### src/rtl/mem_port_arbiter.sv
`default_nettype none
// ============================================================================
// Module   : mem_port_arbiter
// Purpose  : Shares one single-port word memory between instruction fetch and
//            the load/store unit. It checks alignment, generates byte lanes and
//            formats load data. Misaligned accesses are returned as faults.
// Revision : 1.0  initial release
// ============================================================================
module mem_port_arbiter #(
  parameter int ADDR_W     = 16,
  parameter bit DATA_FIRST = 1'b1
) (
  input  logic              clk,
  input  logic              rst,
  input  logic              if_req,
  input  logic [31:0]       if_addr,
  output logic              if_ready,
  output logic [31:0]       if_rdata,
  output logic              if_fault,
  input  logic              d_req,
  input  logic              d_we,
  input  logic [1:0]        d_size,
  input  logic              d_unsigned,
  input  logic [31:0]       d_addr,
  input  logic [31:0]       d_wdata,
  output logic              d_ready,
  output logic [31:0]       d_rdata,
  output logic              d_fault,
  output logic [3:0]        exc_cause,
  output logic [31:0]       exc_tval,
  output logic              mem_en,
  output logic              mem_we,
  output logic [3:0]        mem_be,
  output logic [ADDR_W-1:0] mem_addr,
  output logic [31:0]       mem_wdata,
  input  logic [31:0]       mem_rdata
);

  typedef enum logic [1:0] {
    S_IDLE  = 2'd0,
    S_MEM   = 2'd1,
    S_RESP  = 2'd2,
    S_FAULT = 2'd3
  } state_t;

  localparam logic [3:0] C_CAUSE_FETCH = 4'd0;
  localparam logic [3:0] C_CAUSE_LOAD  = 4'd4;
  localparam logic [3:0] C_CAUSE_STORE = 4'd6;

  state_t r_state;
  state_t w_state_nxt;

  logic        r_grant_d;
  logic [1:0]  r_lane;
  logic [1:0]  r_size;
  logic        r_unsigned;

  logic        w_pick_d;
  logic        w_accept;
  logic [31:0] w_addr;
  logic [1:0]  w_size;
  logic        w_we;
  logic        w_misaligned;
  logic [3:0]  w_be;
  logic [31:0] w_wdata;
  logic [3:0]  w_cause;

  logic        w_resp;
  logic        w_done;
  logic        w_fault_st;
  logic [7:0]  w_byte;
  logic [15:0] w_half;
  logic [31:0] w_fmt;

  // Request selection and decode of the access being offered in IDLE.
  always_comb begin
    w_pick_d = d_req && (DATA_FIRST || !if_req);
    w_accept = (r_state == S_IDLE) && (d_req || if_req);
    w_addr   = w_pick_d ? d_addr : if_addr;
    w_we     = w_pick_d && d_we;
    w_size   = w_pick_d ? d_size : 2'd2;   // a fetch is a word access

    case (w_size)
      2'd0:    w_misaligned = 1'b0;
      2'd1:    w_misaligned = w_addr[0];
      default: w_misaligned = |w_addr[1:0];
    endcase

    w_be    = 4'hF;
    w_wdata = '0;
    if (w_we) begin
      case (d_size)
        2'd0: begin
          w_be    = 4'b0001 << w_addr[1:0];
          w_wdata = {4{d_wdata[7:0]}};
        end
        2'd1: begin
          w_be    = 4'b0011 << w_addr[1:0];
          w_wdata = {2{d_wdata[15:0]}};
        end
        default: begin
          w_be    = 4'hF;
          w_wdata = d_wdata;
        end
      endcase
    end

    if (!w_pick_d) begin
      w_cause = C_CAUSE_FETCH;
    end else if (d_we) begin
      w_cause = C_CAUSE_STORE;
    end else begin
      w_cause = C_CAUSE_LOAD;
    end
  end

  always_comb begin
    w_state_nxt = r_state;
    case (r_state)
      S_IDLE: begin
        if (w_accept) begin
          w_state_nxt = w_misaligned ? S_FAULT : S_MEM;
        end
      end
      S_MEM:   w_state_nxt = S_RESP;
      S_RESP:  w_state_nxt = S_IDLE;
      S_FAULT: w_state_nxt = S_IDLE;
      default: w_state_nxt = S_IDLE;
    endcase
  end

  always_ff @(posedge clk or posedge rst) begin
    if (rst) begin
      r_state <= S_IDLE;
    end else begin
      r_state <= w_state_nxt;
    end
  end

  // Attributes of the granted access, needed again when the response returns.
  always_ff @(posedge clk or posedge rst) begin
    if (rst) begin
      r_grant_d  <= 1'b0;
      r_lane     <= 2'd0;
      r_size     <= 2'd0;
      r_unsigned <= 1'b0;
    end else if (w_accept) begin
      r_grant_d  <= w_pick_d;
      r_lane     <= w_addr[1:0];
      r_size     <= w_size;
      r_unsigned <= d_unsigned;
    end
  end

  // Memory strobes are live only for the single MEM cycle.
  always_ff @(posedge clk or posedge rst) begin
    if (rst) begin
      mem_en    <= 1'b0;
      mem_we    <= 1'b0;
      mem_be    <= 4'h0;
      mem_addr  <= '0;
      mem_wdata <= '0;
    end else if (w_accept && !w_misaligned) begin
      mem_en    <= 1'b1;
      mem_we    <= w_we;
      mem_be    <= w_be;
      mem_addr  <= w_addr[ADDR_W+1:2];
      mem_wdata <= w_wdata;
    end else begin
      mem_en    <= 1'b0;
      mem_we    <= 1'b0;
      mem_be    <= 4'h0;
      mem_addr  <= '0;
      mem_wdata <= '0;
    end
  end

  always_ff @(posedge clk or posedge rst) begin
    if (rst) begin
      exc_cause <= 4'd0;
      exc_tval  <= 32'd0;
    end else if (w_accept && w_misaligned) begin
      exc_cause <= w_cause;
      exc_tval  <= w_addr;
    end
  end

  // Load formatting from the latched lane offset and size.
  always_comb begin
    w_byte = mem_rdata[{r_lane, 3'b000} +: 8];
    w_half = mem_rdata[{r_lane[1], 4'b0000} +: 16];
    case (r_size)
      2'd0:    w_fmt = {{24{!r_unsigned && w_byte[7]}}, w_byte};
      2'd1:    w_fmt = {{16{!r_unsigned && w_half[15]}}, w_half};
      default: w_fmt = mem_rdata;
    endcase
  end

  assign w_resp     = (r_state == S_RESP);
  assign w_fault_st = (r_state == S_FAULT);
  assign w_done     = w_resp || w_fault_st;

  assign d_ready  = w_done && r_grant_d;
  assign d_fault  = w_fault_st && r_grant_d;
  assign d_rdata  = (w_resp && r_grant_d) ? w_fmt : 32'd0;
  assign if_ready = w_done && !r_grant_d;
  assign if_fault = w_fault_st && !r_grant_d;
  assign if_rdata = (w_resp && !r_grant_d) ? mem_rdata : 32'd0;

endmodule
`default_nettype wire

### config.mk
export PLATFORM = sky130hd
export DESIGN_NAME = mem_port_arbiter
export DESIGN_NICKNAME = d
export VERILOG_FILES = /design/src/rtl/mem_port_arbiter.sv
export SDC_FILE = /design/constraint.sdc
export NUM_CORES = 1
export LEC_CHECK = 0
export ABC_AREA = 1
export CAP_MARGIN = 20
export CORE_UTILIZATION = 38
export CTS_CLUSTER_DIAMETER = 40
export DETAILED_ROUTE_END_ITERATION = 8
export PLACE_DENSITY = 0.79
export SETUP_SLACK_MARGIN = 0.4
export SLEW_MARGIN = 10
export SYNTH_ARGS = -nofsm -noshare
export SYNTH_HDL_FRONTEND = slang
export SYNTH_SLANG_ARGS = --single-unit
### constraint.sdc
create_clock -name clk -period 4.6 [get_ports clk]
set_input_delay 1.15 -clock clk [delete_from_list [all_inputs] [get_ports clk]]
set_output_delay 1.15 -clock clk [all_outputs]
set_load 0.01 [all_outputs]
==> results of run 1 <==
[cells by family after synthesis]
group | after synthesis
simple gates | 346
buf+inv | 113
flops | 96
compound gates | 89
mux | 16
other cells | 1
[metrics by stage]
step                power, mW  cells
floorplan                2.13    662
global placement         3.06   1095
detailed placement       3.07   1095
CTS                      3.86   1111
global route             4.09   1112
finish                   3.83   1112
[flip-flops by register name (all words and copies together), names as in the netlist]
| register | cells |
|---|---|
| exc_tval | 32 |
| mem_wdata | 32 |
| mem_addr | 16 |
| mem_be | 4 |
| exc_cause | 2 |
| r_lane | 2 |
| r_size | 2 |
| r_state | 2 |
| mem_en | 1 |
| mem_we | 1 |
| r_grant_d | 1 |
| r_unsigned | 1 |
[layer usage]
layer,share of wire [%],track usage (%)
met1,37,27.1
met2,50,44.1
met3,9.3,6.95
met4,3.4,13.6
met5,0,0
[placed cells by master, fill, tap and decap left out]
cell / synthesis / final
clkinvlp_4: 0 / 2
conb_1: 1 / 2
a21oi_1: 20 / 20
nand2_1: 178 / 177
o211ai_1: 1 / 1
clkbuf_16: 0 / 9
o21a_1: 8 / 8
inv_4: 0 / 1
inv_2: 9 / 9
clkdlybuf4s50_1: 0 / 272
and3_1: 1 / 1
bufinv_16: 0 / 1
o22ai_1: 1 / 1
nand2_4: 2 / 4
o21ai_0: 30 / 30
nand3_1: 12 / 11
nor3_1: 40 / 40
dlygate4sd2_1: 0 / 2
mux2i_1: 16 / 16
nand3b_1: 7 / 7
a31oi_1: 1 / 1
inv_1: 65 / 64
buf_8: 0 / 1
nand3_2: 0 / 1
nor2_2: 1 / 1
buf_4: 6 / 8
o221ai_1: 7 / 7
nand2_2: 6 / 5
nor2_1: 99 / 99
clkbuf_8: 0 / 2
dlymetal6s2s_1: 0 / 16
clkinv_2: 1 / 3
o21ai_1: 20 / 20
buf_2: 12 / 1
dfrtp_1: 96 / 96
o21ai_2: 1 / 1
[power groups by stage]
| stage | logic [mW] | clock network (mW) | registers (mW) |
|---|---|---|---|
| floorplan | 0.872 | 0 | 1.26 |
| global placement | 1.88 | 0 | 1.18 |
| detailed placement | 1.88 | 0 | 1.19 |
| CTS | 1.90 | 0.782 | 1.18 |
| global route | 2.07 | 0.815 | 1.21 |
| finish | 1.89 | 0.763 | 1.18 |
[worst max-delay path, delay by kind of cell]
kind,cells,cell delay [ns]
buffers and inverters,3,1.08
AND/OR/NAND/NOR,7,0.66
[final timing paths]
kind | start | end | slack, ns | depth (start not counted)
max | mem_rdata[31] | d_rdata[10] | 0.54 | 10
max in group asynchronous | rst | r_lane[0] | 2.69 | 3
min in group asynchronous | rst | mem_wdata[0] | 1.13 | 2
min | r_state[1] | r_state[1] | 0.47 | 1
min reg2reg | r_state[1] | r_state[1] | 0.47 | 1
max reg2reg | r_state[1] | exc_tval[25] | 2.85 | 7
[what timing repair did]
| action | in CTS | in global routing |
|---|---|---|
| resized for setup | 5 | 17 |
| pin swaps | 1 | 0 |
| cloned | 0 | 0 |
| setup endpoints to repair | 16 | 23 |
[cell type report]
cell class | instances | area share [%]
Timing Repair Buffer | 300 | 36.2
Multi-Input combinational cell | 453 | 25.3
Tap cell | 172 | 2.58
Sequential cell | 96 | 28.8
Inverter | 75 | 3.42
Clock inverter | 5 | 0.660
Clock buffer | 11 | 3.03
==> flow_metrics.py, run 1 <==
metrics = {
    "final_layout": {
        "register_area_sq_um": 2400,
        "final_core_util_pct": 65.8,
        "multi_input_comb_area_sq_um": 2110,
        "diodes": 0,
        "nNetsFinal": 1071,
        "drive_gt1_share_pct": 5.21,
        "fillerInstances": 1105,
        "synthToLayoutAreaGrowth_pct": 67.6,
        "fin_area_sq_um": 8340,
    },
    "cts": {
        "cts_buffers": 9,
        "clk_pin_slew_ns": 0.06,
        "htreeDepth": 3,
        "clk_latency_ns": 0.34,
        "tritoncts": "yes",
        "root_buffer": "clkbuf_16",
        "post-cts-setup-buffers": 0,
        "cts_sinks": 96,
        "clock_path_buffers": 2,
        "ctsHoldBuffers": 0,
    },
    "global_route": {
        "grt_antenna_before_repair": 0,
        "grt_pass1_wl_mm": 25.6,
        "gr-total-overflow": 0,
        "grt.total_usage_pct": 25.0,
        "grt_pass1_vias": 4967,
        "grt_max_degree": 56,
    },
    "setup_path": {
        "critPathCaptureType": "primary output",
        "crit_fanout": 9,
        "start_kind": "input port",
        "cp.arrival_ns": 2.91,
        "cpMaxStageDelayCell": "clkdlybuf4s50_1",
        "cpPeakStageDelay_ns": 0.52,
        "crit_type": "in2out",
        "cp.required_ns": 3.45,
        "crit_top_cell": "nand2_1",
        "cp_cell_sequence": "clkdlybuf4s50_1, nand2_1, nand2_1, nand2_1, nand2_2, nand2_4, nand3_1, nand2_1, inv_1, clkdlybuf4s50_1",
    },
    "synth": {
        "synth-simple-area-share_pct": 28.6,
        "yosysSeqAreaShare_pct": 48.3,
        "synthMostInstantiatedCell": "nand2_1",
        "synthAdderAreaFrac_pct": 0,
        "synthArstFlopShare_pct": 100,
        "synth_compound_area_share_pct": 10.1,
        "synth_flop_cell": "dfrtp_1",
        "synth_edf_count": 0,
        "synth_common_cells": "nand2_1 (178), nor2_1 (99), dfrtp_1 (96), inv_1 (65), nor3_1 (40)",
        "synth.largest_area_cell": "dfrtp_1",
        "synth.area.mux_share_pct": 3.22,
        "synth_top_family_by_area": "simple AND/OR/NAND/NOR gates",
        "synth_area_leaders": "dfrtp_1 (48%), nand2_1 (13%), nor2_1 (7.5%)",
        "synth_top_area_share_pct": 48.3,
        "synth.distinct_cells": 29,
        "yosysWarnings": 0,
        "synthesis.area_sq_um": 4980,
        "synthesis.instances": 661,
        "synthXorXnorAreaFrac_pct": 0,
        "synth_seq_cells": 96,
        "syn_avg_cell_area_sq_um": 7.53,
    },
    "hold_path": {
        "worst_hold_path_type": "reg2reg",
    },
    "timing": {
        "layout_setup_ws_ns": 0.539,
        "whs_ns": 0.474,
        "setup-tns-final_ns": 0,
        "slew_violations": 0,
        "setup_viol": 0,
        "worst_pin_slew_ns": 0.609,
        "rsz0062_at_grt": "false",
        "clock_skew_ns": 0.00513,
        "period_needed_ns": 4.06,
        "finalHoldViolCount": 0,
        "max_clock_freq_ghz": 0.246,
        "relSlewSlack_pct": 59.4,
        "post-route-period-util_pct": 88.3,
    },
    "placement": {
        "dp_slack_ns": 0.245,
        "place.port_buffers": 291,
        "post-dp-hpwl_mm": 12.8,
        "place_area_sq_um": 7960,
        "place_congestion": 0.925,
    },
    "drt": {
        "ant_nets": 0,
        "finalWirelength_mm": 16.9,
        "wl_per_cell_um": 15.2,
        "drc_errors": 0,
        "drt_iter0_drc": 480,
        "via_per_inst": 4.78,
        "first_pass_iters": 5,
        "vias": 5316,
    },
    "run_status": {
        "outcome": "finished, final reports clean",
    },
    "power": {
        "clkPwrFrac_pct": 19.9,
        "power_switching_share_pct": 37.4,
        "switching_power_mw": 1.43,
        "powerDensity_nw_per_um2": 460,
        "power.internal_mw": 2.40,
        "seqPwrFrac_pct": 30.8,
        "p_leak_nw": 4.29,
        "p_comb_share_pct": 49.3,
        "ir_worst_vdd_mv": 0.356,
    },
    "job": {
        "cap_viol_max_count": 0,
    },
    "floorplanning": {
        "die_x_um": 116,
        "num_io_pins": 294,
        "core_area_sq_um": 12700,
        "initial_core_util_pct": 39.3,
        "die_h_um": 116,
        "die-area_sq_um": 13600,
        "core.rowCount": 41,
    },
}
Power figures use the tool's default switching activity.
==> inputs of run 2 (changes only) <==
GPL_TIMING_DRIVEN = 0   (was default)
==> run 2 against run 1 <==
- sequential power about the same
- via count increased by 3.7%
- fmax rose by 0.22%
- combinational power grew 4%
- hold slack improved by 0.0051 ns
- first-iteration DRC count shrank 39%
- setup slack gained 0.0088 ns
- critical path depth is 2 lower
- die area is the same
- global-route usage grew 0.96 points
- power up 1.2%
- largest power group unchanged
- clock skew is 0.0011 ns higher
==> flow_metrics.py, run 2 (synthesis results as in run 1) <==
metrics = {
    "final_layout": {
        "fillerInstances": 1099,
        "nNetsFinal": 1101,
        "final_common_cell": "clkdlybuf4s50_1",
        "final_core_util_pct": 66.6,
        "synthToLayoutAreaGrowth_pct": 69.6,
        "fin_area_sq_um": 8440,
        "reg_top3": "exc_tval x32, mem_wdata x32, mem_addr x16",
        "mostFrequentLayoutCells": "clkdlybuf4s50_1 (271), nand2_1 (177), nor2_1 (99), dfrtp_1 (96), inv_1 (64)",
        "diodes": 0,
        "fin_cells": 1140,
        "drive_gt1_share_pct": 6.10,
    },
    "job": {
        "cap_viol_max_count": 0,
    },
    "setup_path": {
        "start_kind": "input port",
        "r2r_start": "r_state[1]",
        "crit_fanout": 2,
        "startpoint": "mem_rdata[9]",
        "cp_cell_sequence": "clkdlybuf4s50_1, inv_1, o21a_1, nand3b_1, nand3_1, nand2_1, inv_1, clkdlybuf4s50_1",
        "cpPeakStageDelay_ns": 0.55,
        "cpMaxStageDelayCell": "clkdlybuf4s50_1",
        "crit_type": "in2out",
        "ff2ff_path_depth": 6,
        "critPathCaptureType": "primary output",
        "r2r_slack_ns": 3.03,
        "critPathCapture": "d_rdata[9]",
        "cp.required_ns": 3.45,
        "r2r_end": "mem_wdata[16]",
        "cp.arrival_ns": 2.90,
    },
    "cts": {
        "ctsHoldBuffers": 0,
        "clk_pin_slew_ns": 0.06,
        "cts_sinks": 96,
        "clock_path_buffers": 2,
        "post-cts-setup-buffers": 0,
        "clk_latency_ns": 0.33,
        "htreeDepth": 3,
        "root_buffer": "clkbuf_16",
        "cts_buffers": 9,
        "tritoncts": "yes",
    },
    "timing": {
        "max_clock_freq_ghz": 0.247,
        "finalHoldViolCount": 0,
        "post-route-period-util_pct": 88.1,
        "worst_pin_slew_ns": 0.740,
        "rsz0062_at_grt": "false",
        "relSlewSlack_pct": 50.5,
        "setup_viol": 0,
        "slew_violations": 0,
        "setup-tns-final_ns": 0,
        "period_needed_ns": 4.05,
        "clock_skew_ns": 0.00626,
    },
    "power": {
        "ir_worst_vdd_mv": 0.281,
        "powerDensity_nw_per_um2": 460,
        "p_leak_nw": 4.21,
        "power_mw": 3.88,
    },
    "floorplanning": {
        "core_area_sq_um": 12700,
        "die-area_sq_um": 13600,
        "core.rowCount": 41,
        "die_h_um": 116,
        "initial_core_util_pct": 39.3,
        "num_io_pins": 294,
        "die_x_um": 116,
    },
    "drt": {
        "vias": 5513,
        "drt_iter0_drc": 292,
        "via_per_inst": 4.84,
        "finalWirelength_mm": 17.8,
        "first_pass_iters": 4,
        "ant_nets": 0,
        "drc_errors": 0,
        "wl_per_cell_um": 15.6,
    },
    "placement": {
        "place_area_sq_um": 8130,
        "place_congestion": 0.893,
        "dp_cells": 1125,
        "place.port_buffers": 290,
        "post-dp-hpwl_mm": 14.0,
    },
    "global_route": {
        "gr-total-overflow": 0,
        "grt_pass1_wl_mm": 26.3,
        "grt.total_usage_pct": 25.9,
        "grt_max_degree": 66,
        "grt_antenna_before_repair": 1,
        "grt_pass1_vias": 5152,
    },
    "run_status": {
        "outcome": "finished, final reports clean",
    },
    "hold_path": {
        "worst_hold_path_type": "reg2reg",
    },
}
[run 2: metrics by stage]
step	setup WS, ns	hold WS (ns)
after CTS	0.472	0.482
after global routing	0.482	0.501
final	0.548	0.480
after floorplan	0.945	0.442
after global placement	-0.553	0.463
after detailed placement	0.119	0.465
[run 2: cell type report]
| class | instances | area, sq um | share of cell area (%) |
|---|---|---|---|
| plain buffers | 38 | 203 | 2.40 |
| clock buffers | 10 | 239 | 2.83 |
| clock inverters | 4 | 55.1 | 0.652 |
| inverters | 75 | 285 | 3.38 |
| multi-input cells | 453 | 2110 | 24.9 |
| flip-flops and latches | 96 | 2400 | 28.5 |
| well taps | 172 | 215 | 2.55 |
| repair buffers | 292 | 2940 | 34.8 |
[run 2: report_power, final]
group	switching [mW]	total (mW)	internal, mW
sequential	0.115	1.17	1.06
combinational	1.04	1.97	0.931
clock	0.309	0.742	0.433
total	1.46	3.88	2.42
[run 2: worst min-delay path by stage]
| stage | from | to | slack [ns] | cells past startpoint |
|---|---|---|---|---|
| final | exc_tval[22] | exc_tval[22] | 0.48 | 2 |
| after global routing | exc_tval[24] | exc_tval[24] | 0.50 | 2 |
| after CTS | exc_tval[22] | exc_tval[22] | 0.48 | 2 |
| after detailed placement | exc_tval[22] | exc_tval[22] | 0.46 | 2 |
| after global placement | exc_tval[28] | exc_tval[28] | 0.46 | 2 |
| after floorplan | r_state[1] | r_state[1] | 0.44 | 1 |
[run 2: per-layer routing]
metal  track usage, %  routed length, um  vias up
met5                0                  0        -
met1             28.8               6570     2529
li1                 -                  -     2682
met2             45.7               9000      253
met3             6.49               1550       49
met4             13.8                708        0
[run 2: worst max-delay path, delay by kind of cell]
family | cells | cell delay, ns
AOI/OAI and AO/OA | 1 | 0.22
buffers and inverters | 4 | 1.24
and+or+nand+nor | 3 | 0.29
[run 2: repair_timing]
item / CTS / global route
endpoints found under the setup margin: 16 / 5
endpoints found under the hold margin: 0 / 0
gates resized for setup: 18 / 6
cloned: 1 / 0
==> RTL change 1, RTL diff (flow settings as in run 2) <==
Set the parameter `DATA_FIRST` to 1'b0 (it was 1'b1).
--- a/src/rtl/mem_port_arbiter.sv
+++ b/src/rtl/mem_port_arbiter.sv
@@ -9,5 +9,5 @@
 module mem_port_arbiter #(
   parameter int ADDR_W     = 16,
-  parameter bit DATA_FIRST = 1'b1
+  parameter bit DATA_FIRST = 1'b0
 ) (
   input  logic              clk,
Check against the original RTL: not equivalent (a bounded check fails within 4 cycles, from zero or initial values and one cycle with rst high).
==> RTL change 1 against run 2 <==
Total power up 2.0%; worst setup slack worse by 67 ps; synthesized cell count increased by 13%; count of clock-buffer cells in the layout up 1; clock power is 9.3% higher; design area increased by 5.8%; non-clock buffer count is 6 higher; sequential cell count unchanged; area after synthesis grew 9.6%; routed wire length is 7.3% higher; critical path depth did not move; critical path type unchanged; critical endpoint is now d_rdata[6].
==> RTL change 1: results (changes against run 2) <==
place:
  finalWeightedCongestion: 0.914  # +2.4%
  pre_cts_slack_ps: 256  # +137 ps
power_and_ir_drop:
  peakVddDrop_mv: 0.197  # -30%
  leakage_nw: 4.39  # +4.4%
final_layout:
  n_all_buffers: 336  # +1.8%
  clkCellAreaFrac_pct: 3.57  # +0.091 points
  finalNonFillerCells: 1233  # +8.2%
  buffer_area_share_pct: 35.9  # -1.3 points
  n_fill_cell: 1237  # +13%
  drive_above_1_share_pct: 10.2  # +4.1 points
grt:
  grt_pass1_vias: 5550  # +7.7%
  use_met1_pct: 29.1  # +0.32 points
  grt_pass1_wl_um: 29000  # +10%
  grtUsageTotal_pct: 25.9  # -0.046 points
  grt_max_degree: 50  # -24%
floorplan:
  die_w_um: 122  # +4.6%
sta:
  fin_skew_ps: 7.63  # +1.37 ps
  tightest_slew_ps: 638  # -101 ps
  min_period_ps: 4120  # +67.2 ps
synth:
  synthMuxAreaShare_pct: 0.206  # -3.0 points
  ys_types: 26  # -10%
  ys_seq_area_share_pct: 44.0  # -4.2 points
  synthCells: 746  # +13%
  synth_commonest_cells: "206 x nand2_1, 103 x inv_1, 96 x dfrtp_1, 96 x nor2_1, 51 x o21ai_0"
run_status:
  status: "completed"
setup_path:
  cp.arrival_ps: 2970  # +70 ps
  reg2reg_slack_ps: 3060  # +30 ps
drt:
  via_count: 5866  # +6.4%
  drt_iter0_drc: 347  # +19%
  dr_wl_met2_um: 9650  # +7.3%
-- RTL change 1: changes by cell type in the layout (fill, tap and decap cells not counted), moves of 16 or more --
cell	delta
nand2_1	+29
nor3_1	-35
o21ai_1	-19
nand3_1	+32
mux2i_1	-16
inv_1	+38
o21ai_0	+20
nor3_2	+26
-- RTL change 1: worst min path at each step --
stage                             from      endpoint  slack [ps]
after floorplan           exc_cause[1]  exc_cause[1]         510
after global placement     exc_tval[8]   exc_tval[8]         450
after detailed placement  exc_tval[18]  exc_tval[18]         460
after CTS                 exc_tval[17]  exc_tval[17]         470
after global routing      exc_tval[23]  exc_tval[23]         490
final                     exc_tval[14]  exc_tval[14]         470
-- RTL change 1: worst min-delay path, delay by kind of cell, from the launching register on --
kind	cells	cell delay, ps
flip-flops	1	340
AND/OR/NAND/NOR	2	90
-- RTL change 1: where the power goes --
group	internal [W]	switching, W	total, W
sequential	0.00104	0.000119	0.00116
combinational	0.000922	0.00106	0.00199
clock	0.000491	0.000321	0.000811
==> RTL change 2, RTL diff (settings of run 2) <==
Without the edit above. Make the reset (`rst`) synchronous in 4 clocked blocks.
--- a/src/rtl/mem_port_arbiter.sv
+++ b/src/rtl/mem_port_arbiter.sv
@@ -130,5 +130,5 @@
   end
 
-  always_ff @(posedge clk or posedge rst) begin
+  always_ff @(posedge clk) begin
     if (rst) begin
       r_state <= S_IDLE;
@@ -139,5 +139,5 @@
 
   // Attributes of the granted access, needed again when the response returns.
-  always_ff @(posedge clk or posedge rst) begin
+  always_ff @(posedge clk) begin
     if (rst) begin
       r_grant_d  <= 1'b0;
@@ -154,5 +154,5 @@
 
   // Memory strobes are live only for the single MEM cycle.
-  always_ff @(posedge clk or posedge rst) begin
+  always_ff @(posedge clk) begin
     if (rst) begin
       mem_en    <= 1'b0;
@@ -176,5 +176,5 @@
   end
 
-  always_ff @(posedge clk or posedge rst) begin
+  always_ff @(posedge clk) begin
     if (rst) begin
       exc_cause <= 4'd0;
Formal check against the unedited RTL: differs if rst is asserted again (counterexample within 4 cycles, from zero or initial values and one cycle with rst high); with rst held inactive, the same outputs for 4 cycles.
==> RTL change 2 against run 2 <==
Routed wire length is 1.3% lower; first-iteration DRC count up 15%; worst setup slack got worse by 46 ps; design area down 1.6%; hold slack worse by 12 ps; sequential cell count is the same; area after synthesis decreased by 3.3%.
Power is not compared: it rests on default switching activity, and its combinational part moved more than twofold at a synthesized area within 25%.
==> RTL change 2: results (changes against run 2) <==
final_layout:
  reg_top3: "exc_tval x32, mem_wdata x32, mem_addr x16"
  design_area_um2: 8300  # -1.6%
  diodes: 0  # unchanged
  n_fill_cell: 1100  # +0.091%
  layout.nets: 1146  # +4.1%
  drive_above_1_share_pct: 7.09  # +1.0 points
clock_network:
  htreeDepth: 3  # unchanged
  cts_inserted_buffers: 9  # unchanged
  cts_root_buffer: "clkbuf_16"
  cts_setup_buffers: 0  # unchanged
  clkLatencyLatePin_ps: 340
  cts_buffer_depth: 2  # unchanged
  path_clk_slew_ps: 60  # about the same
grt:
  grt_pass1_wl_um: 27200  # +3.4%
  antenna_found_initial: 0  # -1
  grt_pass1_vias: 5186  # +0.66%
  grtUsageTotal_pct: 26.8  # +0.86 points
  grt_max_degree: 17  # -74%
setup_path:
  critical-path-max-stage-delay_ps: 540
  rr_startpoint: "r_state[1]"
  cp.arrival_ps: 2950  # +50 ps
  reg2reg_slack_ps: 3140  # +110 ps
  cp_max_fo: 2  # unchanged
  timing.rr.end: "mem_wdata[9]"
  reg2reg_depth: 6  # unchanged
  cp_slowest_cell: "clkdlybuf4s50_1"
power_and_ir_drop:
  peakVddDrop_mv: 0.220
  leakage_nw: 3.98
  p_sw_w: 0.000709
worst_hold_path:
  worstHoldEndpoint: "r_size[0]"
  hold_path.class: "flop to flop"
  holdPathStages: 2  # unchanged
  hold_start: "r_size[0]"
run_status:
  status: "completed"
synth:
  ys.flop_type: "dfxtp_1"
  ys_types: 23  # -21%
  ys.warnings.count: 0  # unchanged
  ys_seq_area_share_pct: 39.9  # -8.3 points
  synth_commonest_cells: "168 x nor2_1, 118 x nand2_1, 96 x dfxtp_1"
  yosys-top-cells-area: "dfxtp_1 40%, nor2_1 13%, nand2_1 9.2%"
  async_flop_share_pct: 0  # -100 points
place:
  post-dp-hpwl_um: 13800  # -1.6%
  finalWeightedCongestion: 0.926  # +3.7%
  port_buffers: 290  # unchanged
  placed_area_um2: 7930  # -2.5%
drt:
  via_count: 5547  # +0.62%
  drt_iter0_drc: 335  # +15%
  routedWlPerCell_um: 14.9  # -4.9%
  first_pass_iters: 5  # +1
sta:
  max_slew_margin_pct: 61.2  # +11 points
  fin_skew_ps: 3.88  # -2.38 ps
==> RTL change 2: logic make-up after synthesis <==
| group | share of synthesized area, % |
|---|---|
| AOI/OAI and AO/OA | 11.7 |
| buffers and inverters | 12.6 |
| DFF | 39.9 |
| muxes | 6.24 |
| other | 0.0779 |
| and+or+nand+nor | 29.4 |
==> RTL change 2: cell type report <==
class / count / share of cell area (%)
buffer: 44 / 3.24
clock buffer: 10 / 2.76
clock inverter: 6 / 1.39
inverter: 90 / 4.07
multi-input combinational: 478 / 27.8
sequential: 96 / 23.1
tap: 168 / 2.53
timing repair buffer: 291 / 35.1
==> RTL change 2: what timing repair did <==
action | 4_1_cts | 5_1_grt
cloned | 1 | 0
gates resized for setup | 17 | 7
setup endpoints to repair | 16 | 12
endpoints found under the hold margin | 0 | 0
==> RTL change 2: power by group through the flow <==
| stage | clock, W | sequential [W] | combinational (W) |
|---|---|---|---|
| floorplan | 0 | 0.000954 | 0.000326 |
| global placement | 0 | 0.000931 | 0.000704 |
| detailed placement | 0 | 0.000932 | 0.000707 |
| CTS | 0.000872 | 0.000914 | 0.000715 |
| global route | 0.000904 | 0.000921 | 0.000782 |
| finish | 0.000859 | 0.000915 | 0.000715 |
==> RTL change 2: routing by layer <==
metal,part of all wire (%),vias to the layer above,track usage [%]
li1,-,2826,-
met5,0,-,0
met1,39,2459,29.5
met4,3.5,0,13.0
met3,7.6,35,6.03
met2,50,227,48.5
==> RTL change 2: through the flow <==
step	power (W)	hold slack [ps]	setup WS [ps]	std cells
after CTS	0.00250	470	417	1183
after global routing	0.00261	508	412	1183
final	0.00249	468	502	1183
after global placement	0.00163	453	85.5	1166
after floorplan	0.00128	434	1340	708
after detailed placement	0.00164	463	117	1166
==> RTL change 2: how the worst max path moves through the flow <==
stage | slack (ps) | start | endpoint | cells past startpoint
2_1_floorplan | 1340 | mem_rdata[7] | d_rdata[21] | 9
3_3_place_gp | 90 | mem_rdata[7] | d_rdata[25] | 11
3_5_place_dp | 120 | mem_rdata[7] | d_rdata[21] | 11
4_1_cts | 420 | mem_rdata[7] | d_rdata[31] | 10
5_1_grt | 410 | mem_rdata[31] | d_rdata[11] | 10
6_report | 500 | mem_rdata[9] | d_rdata[9] | 8
==> RTL change 2: worst max-delay path: cells and delay by family <==
kind / cells / cell delay (ps)
simple gates: 3 / 430
buf+inv: 4 / 1200
compound gates: 1 / 180
